File: config.mk
export PLATFORM = sky130hd
export DESIGN_NAME = uart_rx_fsm
export DESIGN_NICKNAME = d
export VERILOG_FILES = /design/src/rtl/uart_rx_fsm_pkg.sv /design/src/rtl/uart_rx_fsm_baudgen_rx.sv /design/src/rtl/uart_rx_fsm.sv
export SDC_FILE = /design/constraint.sdc
export NUM_CORES = 1
export LEC_CHECK = 0
export ABC_CLOCK_PERIOD_IN_PS = 2500
export CORE_ASPECT_RATIO = 0.75
export CORE_UTILIZATION = 56
export DETAILED_ROUTE_END_ITERATION = 8
export PLACE_DENSITY = 0.78
export SYNTH_ARGS = -nofsm -noshare
export SYNTH_HDL_FRONTEND = slang
export SYNTH_SLANG_ARGS = --single-unit
File: constraint.sdc
create_clock -name clk -period 2.5 [get_ports clk]
set_clock_uncertainty 0.15 [all_clocks]
set_input_delay 0.75 -clock clk [delete_from_list [all_inputs] [get_ports clk]]
set_output_delay 0.75 -clock clk [all_outputs]
set_load 0.02 [all_outputs]
File: src/rtl/uart_rx_fsm_pkg.sv
// Shared constants for the UART receiver: baud divisors at 12 MHz and FSM state encoding.
package uart_rx_fsm_pkg;

  localparam int unsigned B115200 = 104;
  localparam int unsigned B57600  = 208;
  localparam int unsigned B38400  = 313;
  localparam int unsigned B19200  = 625;
  localparam int unsigned B9600   = 1250;
  localparam int unsigned B4800   = 2500;
  localparam int unsigned B2400   = 5000;
  localparam int unsigned B1200   = 10000;

  typedef enum logic [1:0] {
    StIdle  = 2'd0,
    StStart = 2'd1,
    StData  = 2'd2,
    StStop  = 2'd3
  } state_e;

endpackage

File: src/rtl/uart_rx_fsm_baudgen_rx.sv
// Loadable bit timer: loads HALF-1 or BAUD-1 on demand, counts down and flags tick at zero.
module uart_rx_fsm_baudgen_rx
  import uart_rx_fsm_pkg::*;
#(
  parameter int unsigned BAUD = B9600,
  parameter int unsigned HALF = BAUD / 2
) (
  input  logic clk,
  input  logic rstn,
  input  logic i_load,
  input  logic i_half,
  output logic o_tick
);

  localparam int unsigned W = $clog2(BAUD);
  localparam logic [W-1:0] LdBaud = W'(BAUD - 1);
  localparam logic [W-1:0] LdHalf = W'(HALF - 1);

  logic [W-1:0] r_cnt;

  // Holds at zero once expired so an unloaded timer never wraps.
  always_ff @(posedge clk) begin
    if (!rstn) begin
      r_cnt <= '0;
    end else if (i_load) begin
      r_cnt <= i_half ? LdHalf : LdBaud;
    end else if (r_cnt != '0) begin
      r_cnt <= r_cnt - 1'b1;
    end
  end

  assign o_tick = (r_cnt == '0);

endmodule

File: src/rtl/uart_rx_fsm.sv
// 8N1 UART receiver with centre sampling, valid/ack handshake, framing-error and overrun flags.
module uart_rx_fsm
  import uart_rx_fsm_pkg::*;
#(
  parameter int unsigned BAUD = B9600,
  parameter int unsigned HALF = BAUD / 2
) (
  input  logic       clk,
  input  logic       rstn,
  input  logic       i_rx,
  output logic [7:0] o_data,
  output logic       o_valid,
  input  logic       i_ack,
  output logic       o_ferr,
  output logic       o_ovr,
  output logic       o_busy
);

  state_e r_state, w_state_d;

  logic       r_sync1, r_rs, r_rx_prev;
  logic [1:0] r_flush;
  logic       r_armed;
  logic [2:0] r_bitcnt;
  logic [7:0] r_shreg;
  logic [7:0] r_data;
  logic       r_valid, r_ferr, r_ovr;

  logic w_tick, w_load, w_half, w_fall, w_sample, w_done, w_bad;

  uart_rx_fsm_baudgen_rx #(
    .BAUD(BAUD),
    .HALF(HALF)
  ) u_timer (
    .clk   (clk),
    .rstn  (rstn),
    .i_load(w_load),
    .i_half(w_half),
    .o_tick(w_tick)
  );

  // Only arm once rs carries a real line sample of 1, so a line held low through reset is ignored.
  assign w_fall = r_armed & r_rx_prev & ~r_rs;

  always_comb begin
    w_state_d = r_state;
    w_load    = 1'b0;
    w_half    = 1'b0;
    w_sample  = 1'b0;
    w_done    = 1'b0;
    w_bad     = 1'b0;
    case (r_state)
      StIdle: begin
        if (w_fall) begin
          w_state_d = StStart;
          w_load    = 1'b1;
          w_half    = 1'b1;
        end
      end
      StStart: begin
        if (w_tick) begin
          if (!r_rs) begin
            w_state_d = StData;
            w_load    = 1'b1;
          end else begin
            w_state_d = StIdle;
          end
        end
      end
      StData: begin
        if (w_tick) begin
          w_sample = 1'b1;
          w_load   = 1'b1;
          if (r_bitcnt == 3'd7) begin
            w_state_d = StStop;
          end
        end
      end
      StStop: begin
        if (w_tick) begin
          w_state_d = StIdle;
          w_done    = r_rs;
          w_bad     = ~r_rs;
        end
      end
      default: w_state_d = StIdle;
    endcase
  end

  always_ff @(posedge clk) begin
    if (!rstn) begin
      r_state <= StIdle;
    end else begin
      r_state <= w_state_d;
    end
  end

  always_ff @(posedge clk) begin
    if (!rstn) begin
      r_sync1   <= 1'b1;
      r_rs      <= 1'b1;
      r_rx_prev <= 1'b1;
      r_flush   <= 2'b00;
      r_armed   <= 1'b0;
      r_bitcnt  <= 3'd0;
      r_shreg   <= 8'h00;
      r_data    <= 8'h00;
      r_valid   <= 1'b0;
      r_ferr    <= 1'b0;
      r_ovr     <= 1'b0;
    end else begin
      r_sync1   <= i_rx;
      r_rs      <= r_sync1;
      r_rx_prev <= r_rs;
      r_flush   <= {r_flush[0], 1'b1};
      if (r_flush[1] && r_rs) begin
        r_armed <= 1'b1;
      end

      if (r_state == StStart && w_load) begin
        r_bitcnt <= 3'd0;
      end else if (w_sample) begin
        r_bitcnt <= r_bitcnt + 3'd1;
      end
      if (w_sample) begin
        r_shreg <= {r_rs, r_shreg[7:1]};
      end

      r_ferr <= w_bad;

      if (w_done) begin
        r_data  <= r_shreg;
        r_valid <= 1'b1;
      end else if (i_ack) begin
        r_valid <= 1'b0;
      end

      // A completion racing an ack is a clean handoff, not an overrun.
      if (w_done && r_valid && !i_ack) begin
        r_ovr <= 1'b1;
      end else if (i_ack) begin
        r_ovr <= 1'b0;
      end
    end
  end

  assign o_data  = r_data;
  assign o_valid = r_valid;
  assign o_ferr  = r_ferr;
  assign o_ovr   = r_ovr;
  assign o_busy  = (r_state != StIdle);

endmodule

# Word-level counts from Yosys, hierarchy flattened
# Cells that the tools add are included.
[word_totals] ff_bits=41 latch_bits=0 ramBits=0 rom_bits=0 in_bits=4 output_inout_bits=12 elab_cells=67 n_memories=0
[op_classes] n_addsub=2 n_mul=0 div=0 n_lt_le_gt_ge=0 eq_ne=9 shifts=0 n_mux=23 n_bitwise=4 reduce_logical=15
[ops] operator="$mux W11" count=3
[ops] operator="$mux W1" count=12
[ops] operator="$mux W2" count=6
[ops] operator="$logic_not A11 Y1" count=1
[ops] operator="$reduce_bool A11 Y1" count=1
[ops] operator="$sub A11 B1 Y11 const B" count=1
[ops] operator="$pmux W2 S4" count=1
[ops] operator="$reduce_bool A2 Y1" count=4
[ops] operator="$ne A2 B1 Y1 const B" count=3
[ops] operator="$reduce_and A5 Y1" count=1
[ops] operator="$eq A2 B2 Y1 const B" count=2
[ops] operator="$logic_and A1 B1 Y1" count=4
[ops] operator="$ne A2 B2 Y1 const B" count=2
[ops] operator="$add A3 B1 Y3 const B" count=1
[ops] operator="$eq A3 B3 Y1 const B" count=1
[ops] operator="$pmux W1 S3" count=1
[ops] operator="$reduce_and A3 Y1" count=1
[ops] operator="$and A1 B1 Y1" count=2
[ops] operator="$eq A2 B1 Y1 const B" count=1
[ops] operator="$logic_not A2 Y1" count=1
[ops] operator="$not A1 Y1" count=2
[ops] operator="$reduce_or A2 Y1" count=1
[ops] operator="$logic_not A1 Y1" count=1

# Logic depth before layout (Yosys ltp)
[logic_depth] word_depth=6 depth_mapped=7 ltp_nobuf=6

# Modules after synthesis
# From an unflattened synthesis, not the netlist that was laid out.
[unflattened] hier_cells=180 area_unflattened_um2=1788.0
[modules_own_cells] module="uart_rx_fsm" n_inst=1 cells_per_inst=114 area_per_inst_um2=1173.6
[modules_own_cells] module="uart_rx_fsm_baudgen_rx" n_inst=1 cells_per_inst=66 area_per_inst_um2=614.3

# Least setup slack after synthesis
# Ideal clock, no wire load.
[synth_path] kind="register to register" startpoint="reg u_timer.r_cnt[0]" endpoint="reg r_ovr (netlist: o_ovr)" setup_ns=0.067 t_arrival_ns=1.940 required_time_ns=2.283 setup_slack_ns=0.342 path_stages_with_launch=8 path_buffers=2 period_less_slack_ns=2.158 cell_sequence="dfxtp_1 > inv_1 > ha_1 > or4b_4 > or4_4 > buf_6 > buf_12 > o21ai_2"
[synth_between] elab_chain_len=6
[synth_lines] element="start: declaration" line="uart_rx_fsm_baudgen_rx.sv:19" text="logic [W-1:0] r_cnt;"
[synth_lines] element="start signal: assignment" line="uart_rx_fsm_baudgen_rx.sv:26" text="r_cnt <= i_half ? LdHalf : LdBaud;"
[synth_lines] element="start signal: assignment" line="uart_rx_fsm_baudgen_rx.sv:28" text="r_cnt <= r_cnt - 1'b1;"
[synth_lines] element="$logic_not A11 Y1 (*)" line="uart_rx_fsm_baudgen_rx.sv:32" text="assign o_tick = (r_cnt == '0);"
[synth_lines] element="$mux W1 (*)" line="uart_rx_fsm.sv:80" text="if (w_tick) begin"
[synth_lines] element="$mux W1 (*)" line="uart_rx_fsm.sv:52" text="case (r_state)"
[synth_lines] element="$logic_and A1 B1 Y1 (*) (2 in series)" line="uart_rx_fsm.sv:139" text="if (w_done && r_valid && !i_ack) begin"
[synth_lines] element="$mux W1 or $reduce_bool A2 Y1 (tied branches)"
[synth_lines] element="end signal: assignment" line="uart_rx_fsm.sv:110" text="r_ovr <= 1'b0;"
[synth_lines] element="end signal: assignment" line="uart_rx_fsm.sv:140" text="r_ovr <= 1'b1;"
[synth_lines] element="end signal: assignment" line="uart_rx_fsm.sv:142" text="r_ovr <= 1'b0;"
[synth_lines] element="end: declaration" line="uart_rx_fsm.sv:27" text="logic r_valid, r_ferr, r_ovr;"
# Mark *: on every way between the ends. The rest lies on a longest branch, timed or not.
# A chain may end at the register's enable or synchronous reset.

# Final worst setup path
[layout_path] startpoint="reg r_state[0]" endpoint="out o_busy"
[layout_between] elab_chain_len=1
[layout_lines] element="start: declaration" line="uart_rx_fsm.sv:19" text="state_e r_state, w_state_d;"
[layout_lines] element="start signal: assignment" line="uart_rx_fsm.sv:92" text="r_state <= StIdle;"
[layout_lines] element="start signal: assignment" line="uart_rx_fsm.sv:94" text="r_state <= w_state_d;"
[layout_lines] element="$reduce_bool A2 Y1" line="uart_rx_fsm.sv:151" text="assign o_busy = (r_state != StIdle);"
[layout_lines] element="end: declaration" line="uart_rx_fsm.sv:16" text="output logic o_busy"
# Every way passes these cells.

==> flow_summary.yaml <==
synth:
  syn-mean-instance-area_um2: 9.074
  ys_warn_count: 0
  number_of_different_library_cells_in_the_post_synthesis_netlist: 43
  syn_area_mm2: 0.001797
  post_synthesis_instance_total: 198
  yosys_most_used_dff: "sky130_fd_sc_hd__dfxtp_1"
  synth_async_sr_flop_share: 0
  synth_edf_count: 0
  synth_seq_cells: 41
  synth-seq-area-share: 0.4568
  mappedNetlistNets: 205
worst_setup_path:
  timing.critical_path.max_delay_family: "buffers and inverters"
  critical_path_peak_fanout: 8
  cp.arrival_ns: 1.50
  cpMaxStageDelayCell: "sky130_fd_sc_hd__clkdlybuf4s50_1"
  crit_chain: "or2_2 -> clkdlybuf4s50_1"
  cp-startpoint: "r_state[0]"
  critical_path.reg2reg.startpoint: "u_timer.r_cnt[0]"
  required_time_of_the_critical_path_ns: 1.60
  worstSetupEndpointType: "output port"
  timing.critical_path.buf_inv: 1
  startpoint_type: "register"
  setup.worst_path.class: "reg -> out"
  largest_stage_delay_on_the_critical_path_ns: 0.54
die:
  fp.dieArea_mm2: 0.003441
  die-height_um: 51.06
  chipWidth_um: 67.41
  placement_rows: 17
  io_pins: 16
  fp.coreArea_mm2: 0.002999
  start_util: 0.5991
global_routing:
  grt_first_pass_wirelength_um: 5865
  initial_antenna_violation_count: 0
  grt_remaining_overflow: 0
  globalRouteTotalUtil: 0.2328
  grt.busiest_layer: "met2"
  grt_start_max_net_pins: 34
  grt.met1_usage: 0.3001
  grt_util_met3: 0.05580
  global_route.usage.met2: 0.3567
  grt_pass1_vias: 1330
pwr:
  power_per_cell_area_mw_per_mm2: 922.2
  peakVddDrop_mv: 0.6275
  p_leak_nw: 0.7525
final_layout:
  nFillCells: 238
  layout-drive-gt1-share: 0.1336
  final_util: 0.6984
  area.sequential_um2: 820.8
  stdcell_area_mm2: 0.002095
  multi_input_area_um2: 895.9
  antenna_cell_count: 0
  final_net_count: 223
  post_synthesis_to_final_layout_area_growth_pct: 16.57
clock_tree:
  cts_buffers: 5
  ctsHoldBuffers: 0
  cts.root.buffer_cell: "sky130_fd_sc_hd__clkbuf_8"
  htree_num_levels: 2
  path_clk_slew_ns: 0.07
  cts.repair_timing.setup_buffer_count: 0
  cts.repair.resized: 0
  cts_tree: "done"
  cts_max_path_buffers: 2
  worstSkewPairLatency_ns: 0.29
  cts_sinks: 41
routing:
  route.antenna.remaining_nets: 0
  drt-initial-drc-count: 105
  drc_markers: 0
  wirelength_um: 3586
  drt-pass1-iter-count: 4
  vias_per_cell: 5.745
  dr_total_vias: 1465
  drt-wirelength-per-cell_um: 14.06
sta:
  final_min_period_over_clock_period: 0.9599
  fin_setup_tns_ns: 0
  finalWorstPathRequiredPeriod_ns: 2.400
  unrepaired_setup_endpoints_after_global_routing: "false"
  finalMaxSlewViolations: 0
  clock.fmax_ghz: 0.4167
  slew_headroom: 0.6183
  worst_pin_slew_ns: 0.5681
  hold_viol_final: 0
  timing.final.setup_violations: 0
hold_path:
  worst_hold_path_type: "reg -> reg"
  min_from: "r_sync1"
place:
  gp_congestion: 0.8487
  place.port_buffers: 15
  placement.cell_area_mm2: 0.001978
  dp_hpwl_um: 2535
status:
  outcome: "finished, final reports clean"
job:
  drv.max_cap_violation_count: 0
Yosys cell counts, drive strengths merged (2+ instances only):
master,n,share of area
buf,3,0.022
a311o,2,0.011
o31ai,2,0.0084
or3,3,0.010
nand3,21,0.058
dfxtp,41,0.46
nand2,24,0.050
and2,2,0.0070
nand2b,8,0.028
a22o,2,0.0098
nor3,5,0.017
o21ai,15,0.061
nor2,4,0.0084
nand3b,4,0.017
nor2b,4,0.014
ha,3,0.021
inv,3,0.0063
a21oi,10,0.028
a21boi,13,0.056
nor4,2,0.0070
clkbuf,8,0.017
nand4,2,0.0070
and3,3,0.010
power breakdown:
part	leakage (nW)	internal [mW]	switching, mW
Combinational	0.361	0.250	0.332
Sequential	0.333	0.718	0.0840
Clock	0.0585	0.326	0.221
state kept, by name (all words and copies together), names as in the netlist, named ones only:
signal / count
o_valid: 1
r_rx_prev: 1
r_sync1: 1
r_bitcnt: 3
r_rs: 1
o_ovr: 1
r_flush: 2
o_data: 8
r_armed: 1
r_state: 1
r_shreg: 8
o_ferr: 1
u_timer.r_cnt: 11
layer usage:
layer | part of all wire | wire, um
met3 | 0.044 | 159
met2 | 0.45 | 1627
met4 | 0.015 | 52
met5 | 0 | 0
met1 | 0.49 | 1747
placed cells by master, fill, tap and decap left out, types with 2 or more instances in the layout:
cell                              Yosys  layout
sky130_fd_sc_hd__dfxtp_1             41      41
sky130_fd_sc_hd__nor3_1               4       4
sky130_fd_sc_hd__a311o_1              2       2
sky130_fd_sc_hd__o31ai_1              2       2
sky130_fd_sc_hd__and2_1               2       2
sky130_fd_sc_hd__a21boi_0            11      11
sky130_fd_sc_hd__nand3_1             21      21
sky130_fd_sc_hd__a21oi_1             10      10
sky130_fd_sc_hd__a22o_1               2       2
sky130_fd_sc_hd__nand3b_1             4       4
sky130_fd_sc_hd__clkbuf_8             0       6
sky130_fd_sc_hd__buf_4                1       7
sky130_fd_sc_hd__nor2_1               4       4
sky130_fd_sc_hd__o21ai_0              6       6
sky130_fd_sc_hd__nand2b_1             8       8
sky130_fd_sc_hd__nor4_1               2       2
sky130_fd_sc_hd__o21ai_2              9       9
sky130_fd_sc_hd__ha_1                 3       3
sky130_fd_sc_hd__or3_1                3       3
sky130_fd_sc_hd__clkdlybuf4s50_1      0      15
sky130_fd_sc_hd__inv_1                3       3
sky130_fd_sc_hd__nand4_1              2       2
sky130_fd_sc_hd__nor2b_1              4       4
sky130_fd_sc_hd__and3_1               3       3
sky130_fd_sc_hd__nand2_1             24      24
cell families (layout without fill, tap and decap cells):
group           Yosys count  count (layout)  share of synthesized area
xor+xnor                  2               2                   0.009751
fa+ha+maj                 3               3                    0.02089
mux                       1               1                   0.005571
compound gates           49              49                     0.1971
simple gates             88              88                     0.2653
flops                    41              41                     0.4568
buf+inv                  14              33                    0.04457
area by class of cell:
type | instances | share of cell area
multi-input cells | 143 | 0.4277
flip-flops and latches | 41 | 0.3919
repair buffers | 22 | 0.09677
clock buffers | 7 | 0.04122
well taps | 38 | 0.02270
clock inverters | 1 | 0.01434
inverters | 3 | 0.005376
metrics by stage:
step	cells	worst slack (ns)	hold slack, ns	total power, mW
after floorplan	198	0.3425	0.2363	1.235
after global placement	247	0.2834	0.2462	1.368
after detailed placement	247	0.1988	0.2470	1.381
after CTS	255	0.08752	0.2683	1.927
after global routing	255	0.04571	0.3069	2.046
final	255	0.1003	0.2652	1.932
path summary, 6_finish.rpt:
path | end | slack (ns) | cells after the start
worst min register to register | r_rs | 0.27 | 1
worst max register to register | o_data[5] | 0.19 | 6
worst max-delay path | o_busy | 0.10 | 2
worst min-delay path | r_rs | 0.27 | 1
No activity file was read; power rests on OpenSTA's default activity.
